==> src/rtl/player_attack_multi.sv <==
// Attack timing engine: per-type length and hitbox window, aged single-slot request buffer,
// post-attack cooldown, lowest-index priority and immediate hit abort. Advances on SCEN ticks.
module player_attack_multi #(
    parameter int                         NUM_ATK         = 2,
    parameter int                         FRAME_W         = 6,
    parameter logic [NUM_ATK*FRAME_W-1:0] ATK_TOTAL       = {6'd26, 6'd18},
    parameter logic [NUM_ATK*FRAME_W-1:0] ATK_ACT_START   = {6'd8, 6'd4},
    parameter logic [NUM_ATK*FRAME_W-1:0] ATK_ACT_END     = {6'd16, 6'd10},
    parameter int                         COOLDOWN_FRAMES = 2,
    parameter int                         BUF_FRAMES      = 8,
    localparam int                        TW              = $clog2(NUM_ATK + 1)
) (
    input  logic               clk,
    input  logic               reset,
    input  logic               SCEN,
    input  logic               attack_enable,
    input  logic [NUM_ATK-1:0] attack_req,
    input  logic               abort,
    output logic               attack_busy,
    output logic               attack_active,
    output logic [TW-1:0]      attack_type,
    output logic [FRAME_W-1:0] attack_frame,
    output logic               attack_start,
    output logic               attack_done
);

    localparam int CD_W  = (COOLDOWN_FRAMES > 0) ? $clog2(COOLDOWN_FRAMES + 1) : 1;
    localparam int AGE_W = (BUF_FRAMES > 0) ? $clog2(BUF_FRAMES + 1) : 1;
    localparam logic [AGE_W-1:0] AGE_MAX = '1;

    typedef enum logic [1:0] {
        ST_IDLE     = 2'd0,
        ST_ATTACK   = 2'd1,
        ST_COOLDOWN = 2'd2
    } state_t;

    for (genvar k = 0; k < NUM_ATK; k++) begin : g_param_chk
        if ((ATK_TOTAL[k*FRAME_W +: FRAME_W] == '0) ||
            (ATK_ACT_START[k*FRAME_W +: FRAME_W] > ATK_ACT_END[k*FRAME_W +: FRAME_W]) ||
            (ATK_ACT_END[k*FRAME_W +: FRAME_W] >= ATK_TOTAL[k*FRAME_W +: FRAME_W])) begin : g_bad
            $error("player_attack_multi: inconsistent timing fields for attack %0d", k);
        end
    end

    if ((NUM_ATK < 1) || (NUM_ATK > 7)) begin : g_num_chk
        $error("player_attack_multi: NUM_ATK must be 1..7");
    end

    function automatic logic [TW-1:0] first_set(input logic [NUM_ATK-1:0] v);
        first_set = '0;
        for (int k = NUM_ATK - 1; k >= 0; k--) begin
            if (v[k]) first_set = TW'(k + 1);
        end
    endfunction

    // Selects the timing field of the running type; type 0 yields 0.
    function automatic logic [FRAME_W-1:0] field_of(input logic [NUM_ATK*FRAME_W-1:0] packed_v,
                                                    input logic [TW-1:0] t);
        field_of = '0;
        for (int k = 0; k < NUM_ATK; k++) begin
            if (t == TW'(k + 1)) field_of = packed_v[k*FRAME_W +: FRAME_W];
        end
    endfunction

    state_t               state_q, state_d;
    logic [NUM_ATK-1:0]   pend_q, pend_d;
    logic [AGE_W-1:0]     age_q, age_d, age_inc_s;
    logic [TW-1:0]        type_q, type_d;
    logic [FRAME_W-1:0]   frame_q, frame_d;
    logic [CD_W-1:0]      cd_q, cd_d;
    logic                 start_q, start_d;
    logic                 done_q, done_d;

    // Next-state: abort dominates, then enable gating, then buffer capture/aging and the tick FSM.
    always_comb begin
        state_d   = state_q;
        pend_d    = pend_q;
        age_d     = age_q;
        age_inc_s = age_q;
        type_d    = type_q;
        frame_d   = frame_q;
        cd_d      = cd_q;
        start_d   = 1'b0;
        done_d    = 1'b0;
        if (abort) begin
            state_d = ST_IDLE;
            pend_d  = '0;
            age_d   = '0;
            type_d  = '0;
            frame_d = '0;
            cd_d    = '0;
        end else if (!attack_enable) begin
            pend_d = '0;
            age_d  = '0;
        end else begin
            if ((|attack_req) && ((state_q == ST_IDLE) || (BUF_FRAMES != 0))) begin
                pend_d = pend_q | attack_req;
                age_d  = '0;
            end else if (SCEN && (state_q != ST_IDLE) && (|pend_q)) begin
                age_inc_s = (age_q == AGE_MAX) ? age_q : age_q + AGE_W'(1);
                age_d     = age_inc_s;
                if (age_inc_s == AGE_W'(BUF_FRAMES)) begin
                    pend_d = '0;
                end else begin
                    pend_d = pend_q;
                end
            end else begin
                pend_d = pend_q;
            end

            if (SCEN) begin
                case (state_q)
                    ST_IDLE: begin
                        if (|pend_q) begin
                            state_d = ST_ATTACK;
                            type_d  = first_set(pend_q);
                            frame_d = '0;
                            start_d = 1'b1;
                            pend_d  = '0;
                            age_d   = '0;
                        end else begin
                            state_d = ST_IDLE;
                        end
                    end
                    ST_ATTACK: begin
                        if (frame_q == field_of(ATK_TOTAL, type_q) - FRAME_W'(1)) begin
                            done_d  = 1'b1;
                            type_d  = '0;
                            frame_d = '0;
                            cd_d    = CD_W'(COOLDOWN_FRAMES);
                            state_d = (COOLDOWN_FRAMES == 0) ? ST_IDLE : ST_COOLDOWN;
                        end else begin
                            frame_d = frame_q + FRAME_W'(1);
                        end
                    end
                    ST_COOLDOWN: begin
                        if (cd_q <= CD_W'(1)) begin
                            cd_d    = '0;
                            state_d = ST_IDLE;
                        end else begin
                            cd_d = cd_q - CD_W'(1);
                        end
                    end
                    default: begin
                        state_d = ST_IDLE;
                    end
                endcase
            end else begin
                state_d = state_q;
            end
        end
    end

    // State and output registers.
    always_ff @(posedge clk or posedge reset) begin
        if (reset) begin
            state_q <= ST_IDLE;
            pend_q  <= '0;
            age_q   <= '0;
            type_q  <= '0;
            frame_q <= '0;
            cd_q    <= '0;
            start_q <= 1'b0;
            done_q  <= 1'b0;
        end else begin
            state_q <= state_d;
            pend_q  <= pend_d;
            age_q   <= age_d;
            type_q  <= type_d;
            frame_q <= frame_d;
            cd_q    <= cd_d;
            start_q <= start_d;
            done_q  <= done_d;
        end
    end

    assign attack_busy   = (state_q == ST_ATTACK);
    assign attack_active = attack_busy &&
                           (frame_q >= field_of(ATK_ACT_START, type_q)) &&
                           (frame_q <= field_of(ATK_ACT_END, type_q));
    assign attack_type   = type_q;
    assign attack_frame  = frame_q;
    assign attack_start  = start_q;
    assign attack_done   = done_q;

endmodule

==> config.mk <==
export PLATFORM = sky130hd
export DESIGN_NAME = player_attack_multi
export DESIGN_NICKNAME = d
export VERILOG_FILES = /design/src/rtl/player_attack_multi.sv
export SDC_FILE = /design/constraint.sdc
export NUM_CORES = 1
export LEC_CHECK = 0
export ABC_AREA = 1
export CAP_MARGIN = 25
export CORE_ASPECT_RATIO = 1.25
export CORE_MARGIN = 2
export CORE_UTILIZATION = 50
export DETAILED_ROUTE_END_ITERATION = 10
export GPL_TIMING_DRIVEN = 0
export HOLD_SLACK_MARGIN = 0.05
export PLACE_DENSITY = 0.7
export SLEW_MARGIN = 40
export SYNTH_ARGS = -nofsm -noshare
export SYNTH_HDL_FRONTEND = slang
export SYNTH_SLANG_ARGS = --single-unit
==> constraint.sdc <==
create_clock -name clk -period 5 [get_ports clk]
set_input_delay 1 -clock clk [delete_from_list [all_inputs] [get_ports clk]]
set_output_delay 1 -clock clk [all_outputs]
set_load 0.03 [all_outputs]
==> results by group, run 1 <==
Power
  – Sequential share of power: 52.4%
  – Peak VDD IR: about 0.14 mV
  – Combinational power share: 17.2%
  – Tot Pwr: 322 uW
  – Power Internal: between 200 and 250 uW
  – Sw Ratio: ~28%
  – Clock power share: 30.4%
  – Power per cell area: 193 mW/mm2
  – Sw Pwr: roughly 91 uW
  – Leakage: around 0.83 nW

Die
  – Io pins: 19
  – Row count: 21
  – Die Y: about 63 um
  – Die footprint: around 0.0033 mm2
  – Total core area: 0.00268 mm2
  – Die width: just over 50 um
  – Initial Util: between 50% and 60%

Placed design
  – Inst Count DP: ~250
  – GP Congestion: about 0.85
  – PortBufs: 18
  – Post-DP HPWL: 2.38 mm
  – Placed inst area: ~0.0016 mm2

Critical path
  – R2R Path End: state_q[1]
  – Setup slack, reg-to-reg: between 3 and 4 ns
  – Worst Setup End Kind: output port
  – Startpoint types: flip-flop
  – R2R depth: 12
  – CP arrival: 2.58 ns
  – Crit Path Category: reg -> out
  – CP delay by family, top: buffers and inverters
  – Crit path from: attack_type[0]
  – Slowest cell on crit path: clkdlybuf4s50_1
  – Worst EP required: 4.00 ns
  – CP max stage delay: approximately 0.69 ns
  – Worst path cell trace: inv_1, ha_1, inv_1, ha_1, nand4_1, a21oi_1, a21oi_1, nor3_1, clkdlybuf4s50_1
  – Crit Path Max Fanout: 5
  – R2R Path Start: attack_type[1]
  – Buf/Inv on CP: 3
  – WP depth: 9
  – CP endpoint: attack_active

Min path
  – Hold Crit Class: reg -> reg

Layout
  – Sequential Area: 500 um2
  – Non-Filler Instances: between 200 and 300
  – Final Util: between 60 and 70%
  – Share of layout cells above drive strength 1: about 6.8%
  – Final-layout fill cell count: 258
  – Synth-to-Final Area Change: 18.4%
  – Ant. Diodes: 0
  – Fin nets: around 240
  – Multi-input gate area: approximately 770 um2
  – Final instance area: 0.00167 mm2

Clock tree
  – TritonCTS buffer count: 3
  – Worst-path clk slew: about 0.12 ns
  – Hold_buf cts: 0
  – Buffer count from post-CTS setup fixing: 0
  – TritonCTS clock tree: done
  – TritonCTS Sinks: 20
  – Clock Latency Late Sink: 0.32 ns
  – CTS root buffer: clkbuf_4
  – # resized after CTS: 0
  – Max Root-Sink Buffers: 2
  – Htree depth: 1

Synth
  – Synthesized instance count: about 200
  – Synth warnings: 0
  – Synth area leaders: dfrtp_1, nand2_1, ha_1, inv_1, nor2_1
  – Synthesized area: roughly 0.0014 mm2
  – Area leader, netlist: dfrtp_1
  – Sequential area share after synthesis: approximately 35%
  – Syn_nets: 215
  – Yosys top cell area share: a little over a third
  – Post-synth cell types: 25
  – Yosys reg bits: 20
  – Avg Inst Size Synth: about 7.2 um2

STA
  – Worst clock skew: ~0.0091 ns
  – Fmax: around 280 MHz
  – RSZ-0062 raised after global routing: no
  – Final worst path period share: 71.5%
  – # setup viols final: 0
  – Final hold viol count: 0
  – Crit path time final: ~3.6 ns
  – Headroom to the max-slew limit: between 70 and 80%
  – Pins over their slew limit: 0
  – Setup TNS: 0 ns
  – Actual slew at the worst max-slew pin: 0.422 ns

Detailed routing
  – Post-DRT Antenna Nets: 0
  – Wirelength, routed: 3.02 mm
  – Residual DRC count: 0
  – Detailed Routing Iterations Pass 1: 5
  – Via count: roughly 1300
  – Via/cell ratio: 5.03
  – DR WL/cell: around 12 um
  – Detailed Route Iter0 Violations: between 40 and 50

Global route
  – Largest net degree at the start of global routing: 21
  – Global-route wire length before repair: ~5.4 mm
  – Grt total ovfl: 0
  – Initial antenna violation count: 0
  – GRT Resource Usage Total: a little over a fifth
  – Vias in the first global route: around 1200

Job
  – Max Cap Viol: 0

Run status
  – Status: finished, final reports clean
[cell usage in the layout, fill, tap and decap left out, drive strengths merged]
cell type / Yosys / final
nand4: 5 / 5
o211ai: 2 / 2
a211oi: 1 / 1
nand3: 16 / 16
clkbuf: 0 / 4
o21a: 1 / 1
nor3: 4 / 4
xor2: 5 / 5
nand3b: 2 / 2
buf: 3 / 3
o21ai: 8 / 8
o22ai: 1 / 1
nand2: 51 / 51
ha: 11 / 11
clkdlybuf4s50: 0 / 18
nor2: 31 / 31
dfrtp: 20 / 20
a21oi: 6 / 6
inv: 30 / 30
[flip-flops by register name, summed over array words and instances (netlist names)]
signal / cells
attack_frame: 6
age_q: 4
attack_type: 2
cd_q: 2
pend_q: 2
state_q: 2
attack_done: 1
attack_start: 1
[metrics by stage]
step | hold slack (ns) | setup slack, ns
floorplan | 0.464 | 1.95
global placement | 0.480 | 1.85
global route | 0.562 | 1.18
detailed placement | 0.495 | 1.79
finish | 0.512 | 1.42
CTS | 0.520 | 1.43
[cell usage after synthesis]
cell and count:
nand2_4 1, nand2_2 2, nand3b_1 2, dfrtp_1 20, xor2_1 5, nand4_1 5
nor3_1 4, a21oi_1 6, nor2_2 1, o211ai_1 2, o22ai_1 1, nand2_1 48
buf_6 2, inv_1 29, o21ai_0 6, o21ai_1 1, ha_1 11, a211oi_1 1
o21ai_2 1, o21a_1 1, buf_4 1, nand3_1 16, nor2_1 29, inv_2 1
nor2_4 1
[power groups by stage]
stage          clock network (mW)  registers, mW  logic [mW]
5_1_grt                     0.104          0.170      0.0639
6_report                   0.0979          0.169      0.0554
2_1_floorplan                   0          0.173      0.0360
4_1_cts                    0.0986          0.169      0.0559
3_3_place_gp                    0          0.171      0.0537
3_5_place_dp                    0          0.172      0.0557
[worst reg2reg max path: cells and delay by family (launching register included)]
family	cells	cell delay (ns)
adder cells (fa/ha/maj)	2	0.52
buffers and inverters	3	0.23
AND/OR/NAND/NOR	7	0.70
flip-flops	1	0.44
[logic make-up (layout without fill, tap and decap cells)]
kind of cell             after synthesis  after routing  synth area share (%)
AND/OR/NAND/NOR                      109            109                  33.8
buffers and inverters                 33             55                  10.1
flip-flops                            20             20                  35.5
AO/OA/AOI/OAI                         19             19                  7.80
adder cells (fa/ha/maj)               11             11                  9.75
XOR/XNOR                               5              5                  3.10
[worst min path at each step]
| stage | from | to | slack (ns) | cells after the start |
|---|---|---|---|---|
| 2_1_floorplan | cd_q[0] | cd_q[0] | 0.46 | 2 |
| 3_3_place_gp | cd_q[0] | cd_q[0] | 0.48 | 2 |
| 3_5_place_dp | cd_q[1] | cd_q[1] | 0.49 | 2 |
| 4_1_cts | cd_q[1] | cd_q[1] | 0.52 | 2 |
| 5_1_grt | cd_q[0] | cd_q[0] | 0.56 | 2 |
| 6_report | cd_q[1] | cd_q[1] | 0.51 | 2 |
[cell type report]
class,instances,area share (%)
tap,34,2.55
timing repair buffer,18,10.8
sequential,20,30.0
clock buffer,4,2.17
multi-input combinational,144,46.0
buffer,3,1.80
inverter,30,6.74
[routing by layer]
layer  share of wire, %  track usage [%]  vias to the layer above  wire (um)
met5                  0                0                        -          0
met4                1.8             8.88                        0         54
met3                3.0             1.42                        5         91
met2                 52             38.9                       31       1570
met1                 43             25.6                      566       1310
li1                   -                -                      670          -
Power figures use the tool's default switching activity.
==> run 2: changes to the inputs <==
Settings changed: CORE_UTILIZATION 50 to 49, PLACE_DENSITY 0.7 to 0.71.
Clock period 5 ns to 3.2 ns, I/O delays scaled along.
==> results by group, run 2 (synthesized netlist as in run 1, its figures left out) <==
Critical path
  – R2R depth: 12
  – Startpoint types: flip-flop
  – R2R Path End: cd_q[1]
  – Crit Path Max Fanout: 5
  – Worst EP required: between 2 and 3 ns
  – R2R Path Start: attack_type[1]
  – CP arrival: around 2.2 ns
  – Worst Setup End Kind: output port
  – Crit Path Category: reg -> out
  – Setup slack, reg-to-reg: 1.30 ns

Clock tree
  – Max Root-Sink Buffers: 2
  – Worst-path clk slew: about 0.10 ns
  – Buffer count from post-CTS setup fixing: 0
  – TritonCTS Sinks: 20
  – Htree depth: 1
  – TritonCTS buffer count: 3
  – TritonCTS clock tree: done
  – # resized after CTS: 0
  – CTS root buffer: clkbuf_4
  – Clock Latency Late Sink: 0.29 ns
  – Hold_buf cts: 0

Power
  – Combinational power share: a little under a fifth
  – Sw Pwr: around 130 uW
  – Power per cell area: 280 mW/mm2
  – Peak VDD IR: 0.207 mV
  – Sequential share of power: between 50% and 60%
  – Power Internal: between 300 and 400 uW
  – Leakage: roughly 0.84 nW
  – Sw Ratio: between 20% and 30%
  – Clock power share: 24.7%

STA
  – Actual slew at the worst max-slew pin: 0.423 ns
  – RSZ-0062 raised after global routing: no
  – Setup TNS: 0 ns
  – Final worst path period share: ~87%
  – Final worst slack: ~0.41 ns
  – # setup viols final: 0
  – Pins over their slew limit: 0
  – Final hold slack: ~0.51 ns
  – Headroom to the max-slew limit: between 70% and 80%
  – Final hold viol count: 0
  – Crit path time final: between 2 and 3 ns
  – Fmax: 358 MHz
  – Worst clock skew: 0.00111 ns

Layout
  – Fin nets: approximately 240
  – Final-layout fill cell count: ~230
  – Non-Filler Instances: 252
  – Ant. Diodes: 0
  – Synth-to-Final Area Change: 17.6%
  – Share of layout cells above drive strength 1: ~6.4%
  – Most common cell after layout, fill and taps aside: nand2_1
  – Number of flip-flops under the largest register name: 6
  – Commonest non-fill, non-tap cells in the layout: nand2_1, nor2_1, inv_1

Global route
  – Largest net degree at the start of global routing: 21
  – GRT Resource Usage Total: about a fifth
  – Vias in the first global route: 1345
  – Global-route wire length before repair: 5.46 mm
  – Initial antenna violation count: 0
  – Grt total ovfl: 0

Min path
  – Hold Crit Class: reg -> reg
  – Worst hold path depth: 2
  – Hold wc startpoint: cd_q[0]
  – WHS Endpoint: cd_q[0]

Die
  – Die Y: 64.0 um
  – Die width: 52 um
  – Die footprint: 0.00333 mm2
  – Row count: 21
  – Io pins: 19
  – Total core area: between 0.002 and 0.003 mm2
  – Initial Util: between 50% and 60%

Detailed routing
  – Post-DRT Antenna Nets: 0
  – DR WL/cell: roughly 12 um
  – Via count: around 1300
  – Residual DRC count: 0
  – Via/cell ratio: ~5
  – Detailed Routing Iterations Pass 1: 4
  – Detailed Route Iter0 Violations: 24
  – Wirelength, routed: a little under 3 mm

Placed design
  – GP Congestion: about 0.87
  – Post-DP HPWL: 2.36 mm
  – Place WS: about 0.35 ns
  – Inst Count DP: roughly 250
  – PortBufs: 18

Run status
  – Status: finished, final reports clean

Job
  – Max Cap Viol: 0
==> run 2: cell count changes in the layout (fill, tap and decap cells not counted), sizes merged <==
cell and change:
dlymetal6s2s +1, clkbuf -1, clkdlybuf4s50 -1
==> run 2: area by class of cell <==
| cell class | count | area (um2) | area share, % |
|---|---|---|---|
| Inverter | 30 | 113 | 6.79 |
| Clock buffer | 3 | 22.5 | 1.36 |
| Timing Repair Buffer | 18 | 183 | 11.0 |
| Buffer | 3 | 30.0 | 1.81 |
| Multi-Input combinational cell | 144 | 768 | 46.3 |
| Sequential cell | 20 | 500 | 30.2 |
| Tap cell | 34 | 42.5 | 2.56 |
==> run 2: power groups by stage <==
stage / clock network (mW) / logic [mW] / registers [mW]
2_1_floorplan: 0 / 0.0563 / 0.271
3_3_place_gp: 0 / 0.0838 / 0.268
3_5_place_dp: 0 / 0.0866 / 0.268
4_1_cts: 0.122 / 0.0869 / 0.263
5_1_grt: 0.133 / 0.0983 / 0.265
6_report: 0.115 / 0.0866 / 0.263
==> run 2: how the worst max path moves through the flow <==
stage	to	slack (ns)	from
global route	attack_active	0.18	attack_type[0]
CTS	attack_active	0.004	attack_type[0]
finish	attack_active	0.41	attack_type[0]
detailed placement	attack_active	0.35	attack_type[0]
global placement	attack_active	0.40	attack_type[0]
floorplan	attack_active	0.51	attack_type[1]
==> run 2: per-stage QoR <==
stage | total power [mW] | area [um2] | utilization (%)
2_1_floorplan | 0.327 | 1410 | -
3_3_place_gp | 0.352 | 1630 | 60.4
3_5_place_dp | 0.355 | 1630 | 60.4
4_1_cts | 0.472 | 1660 | 61.2
5_1_grt | 0.496 | 1660 | 61.3
6_report | 0.465 | 1660 | 61.3
==> run 2: layer usage <==
layer | global-route usage [%] | part of all wire (%)
met5 | 0 | 0
met4 | 9.54 | 0.77
met3 | 2.10 | 3.2
met2 | 37.7 | 54
met1 | 25.0 | 42
==> run 2: critical path, cell delays in order (launching register included) <==
cell            delay, ns
dfrtp_1              0.43
inv_1                0.07
ha_1                 0.23
inv_1                0.10
ha_1                 0.30
nand4_1              0.09
a21oi_1              0.13
a21oi_1              0.06
nor3_1               0.12
dlymetal6s2s_1       0.31
